<file path="config.mk">
export PLATFORM = sky130hd
export DESIGN_NAME = pattern_mem_ctrl
export DESIGN_NICKNAME = d
export VERILOG_FILES = /design/src/rtl/pattern_mem_pkg.sv /design/src/rtl/pattern_lane_merge.sv /design/src/rtl/pattern_mem_ctrl.sv
export SDC_FILE = /design/constraint.sdc
export NUM_CORES = 1
export LEC_CHECK = 0
export CORE_ASPECT_RATIO = 1.4
export CORE_MARGIN = 5
export CORE_UTILIZATION = 46
export CTS_BUF_LIST = sky130_fd_sc_hd__clkbuf_8
export DETAILED_ROUTE_END_ITERATION = 10
export PLACE_DENSITY = 0.79
export SETUP_SLACK_MARGIN = 0.05
export SYNTH_ARGS = -nofsm -noshare
export SYNTH_HDL_FRONTEND = slang
export SYNTH_SLANG_ARGS = --single-unit
</file>
<file path="constraint.sdc">
create_clock -name clk -period 2.4 [get_ports clk]
set_input_delay 0.24 -clock clk [delete_from_list [all_inputs] [get_ports clk]]
set_output_delay 0.24 -clock clk [all_outputs]
set_load 0.01 [all_outputs]
</file>
<file path="src/rtl/pattern_mem_pkg.sv">
// Shared types and constants for the pattern memory AXI4-Lite front-end.
package pattern_mem_pkg;

  localparam int PATTERN_BITS = 30;
  localparam int MEM_ENTRIES  = 2048;

  typedef enum logic [3:0] {
    IDLE, RD_ADDR, RD_DATA, RD_RESP, WR_RD, WR_MERGE, WR_COMMIT, WR_RESP, CLEAR
  } ctrl_state_t;

  typedef enum logic {RR_READ = 1'b0, RR_WRITE = 1'b1} rr_t;

  function automatic int lanes(input int axi_width);
    return axi_width / 32;
  endfunction

endpackage

</file>
<file path="src/rtl/pattern_lane_merge.sv">
// Combinational byte merge of packed write data into a stored pattern word.
// Byte 3 of each lane only carries entry bits 29:24; bits 31:30 never reach memory.
module pattern_lane_merge
  import pattern_mem_pkg::*;
#(
  parameter int axi_width = 32
) (
  input  logic [PATTERN_BITS*(axi_width/32)-1:0] old_word,
  input  logic [PATTERN_BITS*(axi_width/32)-1:0] wdata,
  input  logic [axi_width/8-1:0]                 wstrb,
  output logic [PATTERN_BITS*(axi_width/32)-1:0] merged
);

  localparam int LANES = lanes(axi_width);

  function automatic logic [PATTERN_BITS-1:0] merge_lane(
    input logic [PATTERN_BITS-1:0] old_lane,
    input logic [PATTERN_BITS-1:0] new_lane,
    input logic [3:0]              strb
  );
    logic [PATTERN_BITS-1:0] r;
    r = old_lane;
    for (int b = 0; b < 3; b++) begin
      if (strb[b]) r[8*b +: 8] = new_lane[8*b +: 8];
    end
    if (strb[3]) r[29:24] = new_lane[29:24];
    return r;
  endfunction

  always_comb begin
    merged = old_word;
    for (int k = 0; k < LANES; k++) begin
      merged[PATTERN_BITS*k +: PATTERN_BITS] =
        merge_lane(old_word[PATTERN_BITS*k +: PATTERN_BITS],
                   wdata[PATTERN_BITS*k +: PATTERN_BITS],
                   wstrb[4*k +: 4]);
    end
  end

endmodule

</file>
<file path="src/rtl/pattern_mem_ctrl.sv">
// AXI4-Lite slave owning port A of the pattern memory; serialises reads, full and RMW writes.
// Optional zero-fill on clear_req when PATTERN_MEM_CTRL_CLEAR_EN is defined.
module pattern_mem_ctrl
  import pattern_mem_pkg::*;
#(
  parameter int axi_width  = 32,
  parameter int addr_width = 13
) (
  input  logic                                   clk,
  input  logic                                   rst_n,
  input  logic [addr_width-1:0]                  s_axi_awaddr,
  input  logic                                   s_axi_awvalid,
  output logic                                   s_axi_awready,
  input  logic [axi_width-1:0]                   s_axi_wdata,
  input  logic [axi_width/8-1:0]                 s_axi_wstrb,
  input  logic                                   s_axi_wvalid,
  output logic                                   s_axi_wready,
  output logic [1:0]                             s_axi_bresp,
  output logic                                   s_axi_bvalid,
  input  logic                                   s_axi_bready,
  input  logic [addr_width-1:0]                  s_axi_araddr,
  input  logic                                   s_axi_arvalid,
  output logic                                   s_axi_arready,
  output logic [axi_width-1:0]                   s_axi_rdata,
  output logic [1:0]                             s_axi_rresp,
  output logic                                   s_axi_rvalid,
  input  logic                                   s_axi_rready,
  output logic [10:0]                            mem_a,
  output logic [PATTERN_BITS*(axi_width/32)-1:0] mem_d,
  output logic                                   mem_we,
  input  logic [PATTERN_BITS*(axi_width/32)-1:0] mem_qspo,
  input  logic                                   clear_req,
  output logic                                   busy
);

  localparam int LANES = lanes(axi_width);
  localparam int MW    = PATTERN_BITS * LANES;
  localparam int AW    = 11;
`ifdef PATTERN_MEM_CTRL_CLEAR_EN
  localparam logic [AW-1:0] LAST_WORD = AW'(MEM_ENTRIES - LANES);
  localparam logic [AW-1:0] WORD_STEP = AW'(LANES);
  logic clr_pend;
`endif

  ctrl_state_t            state;
  rr_t                    rr_last;
  logic [MW-1:0]          wdata_q;
  logic [axi_width/8-1:0] wstrb_q;
  logic [MW-1:0]          packed_w;
  logic [MW-1:0]          merged;
  logic [axi_width-1:0]   rd_word;
  logic                   wr_pend;
  logic                   take_wr;
  logic                   unused_ok;

  assign s_axi_bresp = 2'b00;
  assign s_axi_rresp = 2'b00;
  assign wr_pend     = s_axi_awvalid && s_axi_wvalid;
  assign take_wr     = wr_pend && (!s_axi_arvalid || rr_last == RR_READ);

`ifdef PATTERN_MEM_CTRL_CLEAR_EN
  assign unused_ok = ^{s_axi_wdata, s_axi_awaddr[1:0], s_axi_araddr[1:0]};
`else
  assign unused_ok = ^{s_axi_wdata, s_axi_awaddr[1:0], s_axi_araddr[1:0], clear_req};
`endif

  // Lane packing: 32-bit AXI lanes <-> 30-bit memory entries
  always_comb begin
    packed_w = '0;
    rd_word  = '0;
    for (int k = 0; k < LANES; k++) begin
      packed_w[PATTERN_BITS*k +: PATTERN_BITS] = s_axi_wdata[32*k +: PATTERN_BITS];
      rd_word[32*k +: PATTERN_BITS]            = mem_qspo[PATTERN_BITS*k +: PATTERN_BITS];
    end
  end

  pattern_lane_merge #(.axi_width(axi_width)) u_merge (
    .old_word (mem_qspo),
    .wdata    (wdata_q),
    .wstrb    (wstrb_q),
    .merged   (merged)
  );

  always_ff @(posedge clk or negedge rst_n) begin
    if (!rst_n) begin
      state         <= IDLE;
      rr_last       <= RR_READ;
      s_axi_awready <= 1'b0;
      s_axi_wready  <= 1'b0;
      s_axi_arready <= 1'b0;
      s_axi_bvalid  <= 1'b0;
      s_axi_rvalid  <= 1'b0;
      s_axi_rdata   <= '0;
      mem_a         <= '0;
      mem_d         <= '0;
      mem_we        <= 1'b0;
      busy          <= 1'b0;
      wdata_q       <= '0;
      wstrb_q       <= '0;
`ifdef PATTERN_MEM_CTRL_CLEAR_EN
      clr_pend      <= 1'b0;
`endif
    end else begin
      s_axi_awready <= 1'b0;
      s_axi_wready  <= 1'b0;
      s_axi_arready <= 1'b0;
`ifdef PATTERN_MEM_CTRL_CLEAR_EN
      if (clear_req && state != IDLE && state != CLEAR) clr_pend <= 1'b1;
`endif
      case (state)
        IDLE: begin
`ifdef PATTERN_MEM_CTRL_CLEAR_EN
          if (clr_pend || clear_req) begin
            clr_pend <= 1'b0;
            mem_a    <= '0;
            mem_d    <= '0;
            mem_we   <= 1'b1;
            busy     <= 1'b1;
            state    <= CLEAR;
          end else
`endif
          if (take_wr) begin
            s_axi_awready <= 1'b1;
            s_axi_wready  <= 1'b1;
            rr_last       <= RR_WRITE;
            mem_a         <= s_axi_awaddr[AW+1:2];
            wdata_q       <= packed_w;
            wstrb_q       <= s_axi_wstrb;
            if (&s_axi_wstrb) begin
              mem_d  <= packed_w;
              mem_we <= 1'b1;
              busy   <= 1'b1;
              state  <= WR_COMMIT;
            end else if (|s_axi_wstrb) begin
              busy  <= 1'b1;
              state <= WR_RD;
            end else begin
              // empty strobe: pass through commit without a write so the response still issues
              state <= WR_COMMIT;
            end
          end else if (s_axi_arvalid) begin
            s_axi_arready <= 1'b1;
            rr_last       <= RR_READ;
            mem_a         <= s_axi_araddr[AW+1:2];
            state         <= RD_ADDR;
          end
        end
        RD_ADDR: state <= RD_DATA;
        RD_DATA: begin
          s_axi_rdata  <= rd_word;
          s_axi_rvalid <= 1'b1;
          state        <= RD_RESP;
        end
        RD_RESP: begin
          if (s_axi_rready) begin
            s_axi_rvalid <= 1'b0;
            state        <= IDLE;
          end
        end
        WR_RD: state <= WR_MERGE;
        WR_MERGE: begin
          mem_d  <= merged;
          mem_we <= 1'b1;
          state  <= WR_COMMIT;
        end
        WR_COMMIT: begin
          mem_we       <= 1'b0;
          busy         <= 1'b0;
          s_axi_bvalid <= 1'b1;
          state        <= WR_RESP;
        end
        WR_RESP: begin
          if (s_axi_bready) begin
            s_axi_bvalid <= 1'b0;
            state        <= IDLE;
          end
        end
`ifdef PATTERN_MEM_CTRL_CLEAR_EN
        CLEAR: begin
          if (mem_a == LAST_WORD) begin
            mem_we <= 1'b0;
            busy   <= 1'b0;
            state  <= IDLE;
          end else begin
            mem_a <= mem_a + WORD_STEP;
          end
        end
`endif
        default: state <= IDLE;
      endcase
    end
  end

endmodule

</file>
==> results by group, run 1 <==
Global route
  – M1 GR Usage: 24.9%
  – GRT met2 Usage: 38.8%
  – Initial antenna violation count: 0
  – Grt met3 use: 6.18%
  – Grt total ovfl: 0
  – Most Crowded Layer GR: met2
  – Largest net degree at the start of global routing: 48
  – First-pass GRT wire length: 23000 um
  – Tot GR Track Use: 22.4%
  – Vias in the first global route: 4313

Place
  – Place WS: 0.355 ns
  – Placed Instance Area: 6870 um^2
  – Placer Congestion: 0.872
  – Buffers on Ports: 170
  – Final HPWL DP: 10000 um

Clock network
  – Num CTS Buffers: 17
  – H-tree levels: 4
  – Setup Buffers After CTS: 0
  – Root Buffer: clkbuf_8
  – CTS tree: done
  – Worst-Skew Late Latency: 0.43 ns
  – Clock sink count: 115
  – Worst-path clk slew: 0.07 ns
  – CTS max path bufs: 2

Worst setup path
  – WP buf/inv: 1
  – Required time of the critical path: 2.71 ns
  – Worst path cell trace: or3_4 -> o41a_1 -> buf_4 -> a221o_1
  – Crit-path max cell delay: 0.53 ns
  – Crit path arrival time: 2.32 ns
  – CP Launch Type: flop
  – Max stage delay cell, worst path: dfrtp_1
  – Crit path capture type: flop
  – CP top delay family: compound AO/OA/AOI/OAI gates
  – Max FO, Critical Path: 20
  – Critical path type: reg2reg

Routing
  – DRT antenna net count: 0
  – DRT Pass-1 Iters: 4
  – DR WL/cell: 19.7 um
  – Vias: 4000
  – Initial DRC count: 150
  – Via-to-Cell Ratio: 5.52
  – DRC Markers: 0
  – Drt total wl: 14200 um

Die
  – Die Span X: 98.3 um
  – Starting Density: 46.7%
  – Die area: 13100 um^2
  – Io pins: 184
  – Die Ht: 134 um
  – Cell row count: 45
  – Total core area: 10800 um^2

Yosys
  – Synth area leader: dfrtp_1
  – Post-synth ARST share: 100%
  – Avg Cell Area, Syn: 12.7 um^2
  – Post-synth EDFFs: 0
  – Ys flop type: dfrtp_1
  – Seq cells post-synth: 115
  – Ys Warns: 0
  – Distinct cell type count after synthesis: 33
  – Synth top cells by count: dfrtp_1, mux2_2, mux2i_1
  – Most frequent cell after synthesis: dfrtp_1
  – Yosys top cell area share: 57.3%
  – Netlist Area Pre-Place: 5020 um^2
  – Top cells by area, synth: dfrtp_1, mux2_2, mux2i_1
  – Synthesized instance count: 395
  – Sequential area share after synthesis: 57.3%

Power
  – PnR Total Power: 0.00920 W
  – Power Density: 1260 nW/um^2
  – Worst vdd ir: 0.683 mV
  – Pleak: 3.11 nW

STA
  – Final setup violation count: 0
  – Fin. Hold Viols: 0
  – Post-route setup TNS: 0 ns
  – Tcrit/Tclk final: 83.8%
  – Slew of the pin with the lowest slew margin: 0.547 ns
  – Worst rel slew slack: 63.5%
  – Fin worst setup slack: 0.390 ns
  – Max Clock Freq: 0.497 GHz
  – Tmin final: 2.01 ns
  – Fin. max-slew vios: 0
  – RSZ-0062 raised after global routing: false
  – Clk_skew: 0.00755 ns

Layout
  – Synthesis-to-layout area growth: 45.4%
  – # diodes: 0
  – Final #Nets: 670
  – Number of fillers in the final layout: 816
  – Share of cells above drive strength 1: 19.7%
  – Final instance area: 7310 um^2

Job
  – Max-cap viol count: 0

Hold path
  – Hold/Removal Path Class: in2async

Run status
  – Run status: finished clean
[timing repair]
| action | CTS | global route |
|---|---|---|
| hold endpoints to repair | 37 | 0 |
| gates resized for setup | 0 | 0 |
| setup endpoints to repair | 0 | 0 |
| hold buffers | 1 | 0 |
[routing by layer]
metal  vias up  part of all wire (%)
met2       155                    54
met1      2002                    36
met3        37                   5.5
met4         0                   3.9
li1       1806                     -
met5         -                     0
[per-stage QoR]
step / hold slack (ns) / utilization, % / instances
2_1_floorplan: -0.0556 / - / 400
3_3_place_gp: 0.240 / 63.9 / 691
3_5_place_dp: 0.243 / 63.9 / 691
4_1_cts: 0.337 / 67.9 / 724
5_1_grt: 0.324 / 67.9 / 724
6_report: 0.312 / 67.9 / 724
[kinds of logic after synthesis]
kind of cell | after synthesis | synth area share (%)
flip-flops | 115 | 57.3
multiplexers | 95 | 20.5
AO/OA/AOI/OAI | 80 | 11.8
AND/OR/NAND/NOR | 63 | 5.95
buffers and inverters | 41 | 4.41
other | 1 | 0.0746
[power breakdown]
| part | switching, W | total, W | internal [W] |
|---|---|---|---|
| sequential | 0.000681 | 0.00356 | 0.00288 |
| combinational | 0.00142 | 0.00373 | 0.00231 |
| clock | 0.000778 | 0.00190 | 0.00112 |
[final cells by class]
cell class | instances | area, um^2 | share of cell area [%]
Sequential cell | 115 | 2880 | 39.4
Clock buffer | 21 | 289 | 3.96
Inverter | 5 | 18.8 | 0.257
Multi-Input combinational cell | 244 | 1960 | 26.8
Timing Repair Buffer | 187 | 1850 | 25.4
Clock inverter | 11 | 134 | 1.83
Tap cell | 141 | 176 | 2.41
[flip-flops by register name, summed over array words and instances, names as in the netlist, 3 cells and up]
name,count
mem_d,30
s_axi_rdata,30
state,3
mem_a,11
wstrb_q,4
wdata_q,30
[cells in the final DEF, fill, tap and decap left out, types with 14 or more instances in the layout]
cell | netlist | routed
a31oi_1 | 14 | 14
a21oi_1 | 14 | 14
clkbuf_8 | 0 | 21
mux2i_1 | 31 | 31
nor2_1 | 30 | 30
a221o_1 | 30 | 30
mux2_2 | 64 | 64
o21ai_0 | 15 | 15
buf_4 | 7 | 15
clkdlybuf4s50_1 | 0 | 169
dfrtp_1 | 115 | 115
[worst paths after layout]
kind                                 start            to  slack, ns  depth (start not counted)
max reg2reg                       state[2]     mem_d[19]       0.39                          4
max in group asynchronous            rst_n     mem_d[19]       1.29                          3
min in group clk           s_axi_awaddr[2]      mem_a[0]       0.38                          3
min reg2reg                   s_axi_rvalid  s_axi_rvalid       0.48                          1
min                                  rst_n     mem_d[13]       0.31                          2
max                               state[2]     mem_d[19]       0.39                          4
Note: power is estimated with default switching activity, not from simulation.
==> inputs of run 2 (changes only) <==
--- a/config.mk
+++ b/config.mk
@@ -7,10 +7,10 @@
 export LEC_CHECK = 0
 export CORE_ASPECT_RATIO = 1.4
 export CORE_MARGIN = 5
-export CORE_UTILIZATION = 46
+export CORE_UTILIZATION = 42
 export CTS_BUF_LIST = sky130_fd_sc_hd__clkbuf_8
 export DETAILED_ROUTE_END_ITERATION = 10
-export PLACE_DENSITY = 0.79
+export PLACE_DENSITY = 0.76
 export SETUP_SLACK_MARGIN = 0.05
 export SYNTH_ARGS = -nofsm -noshare
 export SYNTH_HDL_FRONTEND = slang
==> constraint.sdc (replaced) <==
create_clock -name clk -period 1.7 [get_ports clk]
set_input_delay 0.17 -clock clk [delete_from_list [all_inputs] [get_ports clk]]
set_output_delay 0.17 -clock clk [all_outputs]
set_load 0.01 [all_outputs]
==> run 2 against run 1 <==
Net effect: the run now ends with negative setup slack left; count of clock-buffer cells in the layout shrank 3; critical endpoint is now mem_d[21]; wire length increased by 2.8%; via count is 1.7% higher; register-to-register slack worse by 0.47 ns; final area grew 3.8%; power is 48% higher; largest power group unchanged; highest routed layer unchanged; global-route usage down 1.8 points.
==> results by group, run 2 (synthesis gave the netlist of run 1 again) <==
Worst setup path
  – CP Launch Type: flop
  – RR Endpoint: mem_d[21]
  – Required time of the critical path: 2.00 ns
  – Crit path capture type: flop
  – Reg2reg path depth: 4
  – CP top delay family: compound AO/OA/AOI/OAI gates
  – Crit-path max cell delay: 0.40 ns
  – Max stage delay cell, worst path: or3_4
  – Critical path type: reg2reg
  – Worst path cell trace: or3_4 -> o41a_1 -> buf_6 -> a221o_1
  – R2R Path Start: state[2]
  – WP buf/inv: 1
  – R2R setup slack: -0.08 ns
  – Crit path arrival time: 2.07 ns
  – Max FO, Critical Path: 16

STA
  – Worst rel slew slack: 65.0%
  – Fin worst setup slack: -0.0760 ns
  – RSZ-0062 raised after global routing: true
  – Max Clock Freq: 0.563 GHz
  – Tmin final: 1.78 ns
  – Clk_skew: 0.0104 ns
  – Final setup violation count: 30
  – Tcrit/Tclk final: 104%
  – Hold Slack: 0.222 ns
  – Fin. Hold Viols: 0
  – Fin. max-slew vios: 0
  – Slew of the pin with the lowest slew margin: 0.526 ns

Routing
  – Top Layer Used: met4
  – Via-to-Cell Ratio: 5.45
  – Initial DRC count: 120
  – DR WL/cell: 19.6 um
  – Met2 WL: 8160 um
  – DRT antenna net count: 0
  – Met1 WL: 5370 um
  – Drt total wl: 14600 um
  – DRT Pass-1 Iters: 5
  – Met3 wire length: 673 um
  – DRC Markers: 0
  – Vias: 4069

Die
  – Die Ht: 139 um
  – Die area: 14300 um^2
  – Starting Density: 42.7%
  – Total core area: 11800 um^2
  – Die Span X: 102 um
  – Io pins: 184
  – Cell row count: 47

Global route
  – Initial antenna violation count: 1
  – Tot GR Track Use: 20.6%
  – Vias in the first global route: 4378
  – Grt total ovfl: 0
  – First-pass GRT wire length: 22600 um
  – Largest net degree at the start of global routing: 47

Layout
  – Top flop regs: mem_d (30), s_axi_rdata (30), wdata_q (30)
  – Share of cells above drive strength 1: 22.4%
  – FF+latch area: 2880 um^2
  – Footprint of the multi-input gates: 1980 um^2
  – Commonest non-fill, non-tap cell in the layout: clkdlybuf4s50_1
  – Synthesis-to-layout area growth: 51.0%
  – Final Util: 64.5%
  – Final #Nets: 686
  – Most frequent cells in the layout: clkdlybuf4s50_1, dfrtp_1, mux2_2, mux2i_1
  – Number of fillers in the final layout: 922

Clock network
  – Clock sink count: 115
  – H-tree levels: 4
  – Root Buffer: clkbuf_8
  – Worst-path clk slew: 0.07 ns
  – CTS tree: done
  – Worst-Skew Late Latency: 0.42 ns
  – CTS max path bufs: 2
  – Num CTS Buffers: 17

Hold path
  – Hold/Removal Path Class: in2async

Place
  – Place WS: -0.203 ns
  – Placer Congestion: 0.823
  – Final HPWL DP: 10700 um
  – Buffers on Ports: 170

Power
  – PnR Total Power: 0.0136 W
  – Worst vdd ir: 0.873 mV
  – Power Density: 1790 nW/um^2
  – Pleak: 3.24 nW

Run status
  – Failing checks: negative setup slack
  – Run status: finished with violations

Job
  – Max-cap viol count: 0
-- run 2: how the worst max path moves through the flow --
stage,start,end,slack (ns),cells after the start
2_1_floorplan,state[1],mem_d[0],-0.04,5
6_report,state[2],mem_d[21],-0.08,4
3_3_place_gp,s_axi_wstrb[2],mem_d[26],-0.18,5
3_5_place_dp,s_axi_wstrb[3],mem_d[23],-0.20,5
5_1_grt,state[2],mem_d[2],-0.09,4
4_1_cts,state[2],mem_d[13],-0.05,4
-- run 2: power breakdown --
group	leakage (nW)	internal, W	switching [W]
sequential	1.40	0.00407	0.000906
combinational	1.60	0.00340	0.00218
clock	0.240	0.00193	0.00112
total	3.24	0.00940	0.00420
-- run 2: worst register-to-register path: stages (launching register included) --
cell and delay, ns:
dfrtp_1 0.39, or3_4 0.40, o41a_1 0.37, buf_6 0.18
a221o_1 0.31
-- run 2: cell type report --
class / count / share of cell area, %
Clock inverter: 14 / 3.10
Timing Repair Buffer: 203 / 26.8
Antenna cell: 1 / 0.0330
Multi-Input combinational cell: 244 / 26.2
Clock buffer: 18 / 3.27
Sequential cell: 115 / 37.9
Tap cell: 147 / 2.42
Inverter: 5 / 0.247
-- run 2: routing by layer --
metal / up-vias / track usage, %
met1: 2060 / 22.8
met5: - / 0
met4: 0 / 9.54
met2: 143 / 36.4
met3: 33 / 4.76
li1: 1833 / -
-- run 2: timing repair --
| item | 4_1_cts | 5_1_grt |
|---|---|---|
| setup buffers | 0 | 0 |
| resized for setup | 2 | 8 |
| hold buffers | 1 | 0 |
| endpoints found under the setup margin | 30 | 94 |
| hold endpoints to repair | 29 | 0 |
| cloned | 0 | 1 |
-- run 2: per-stage QoR --
stage                     TNS, ns  area, um^2  std cells
final                       -1.61        7590        747
after global routing        -1.97        7590        747
after CTS                   -1.18        7520        745
after detailed placement    -5.66        7020        712
after global placement      -5.11        7020        712
after floorplan             -1.15        5040        400
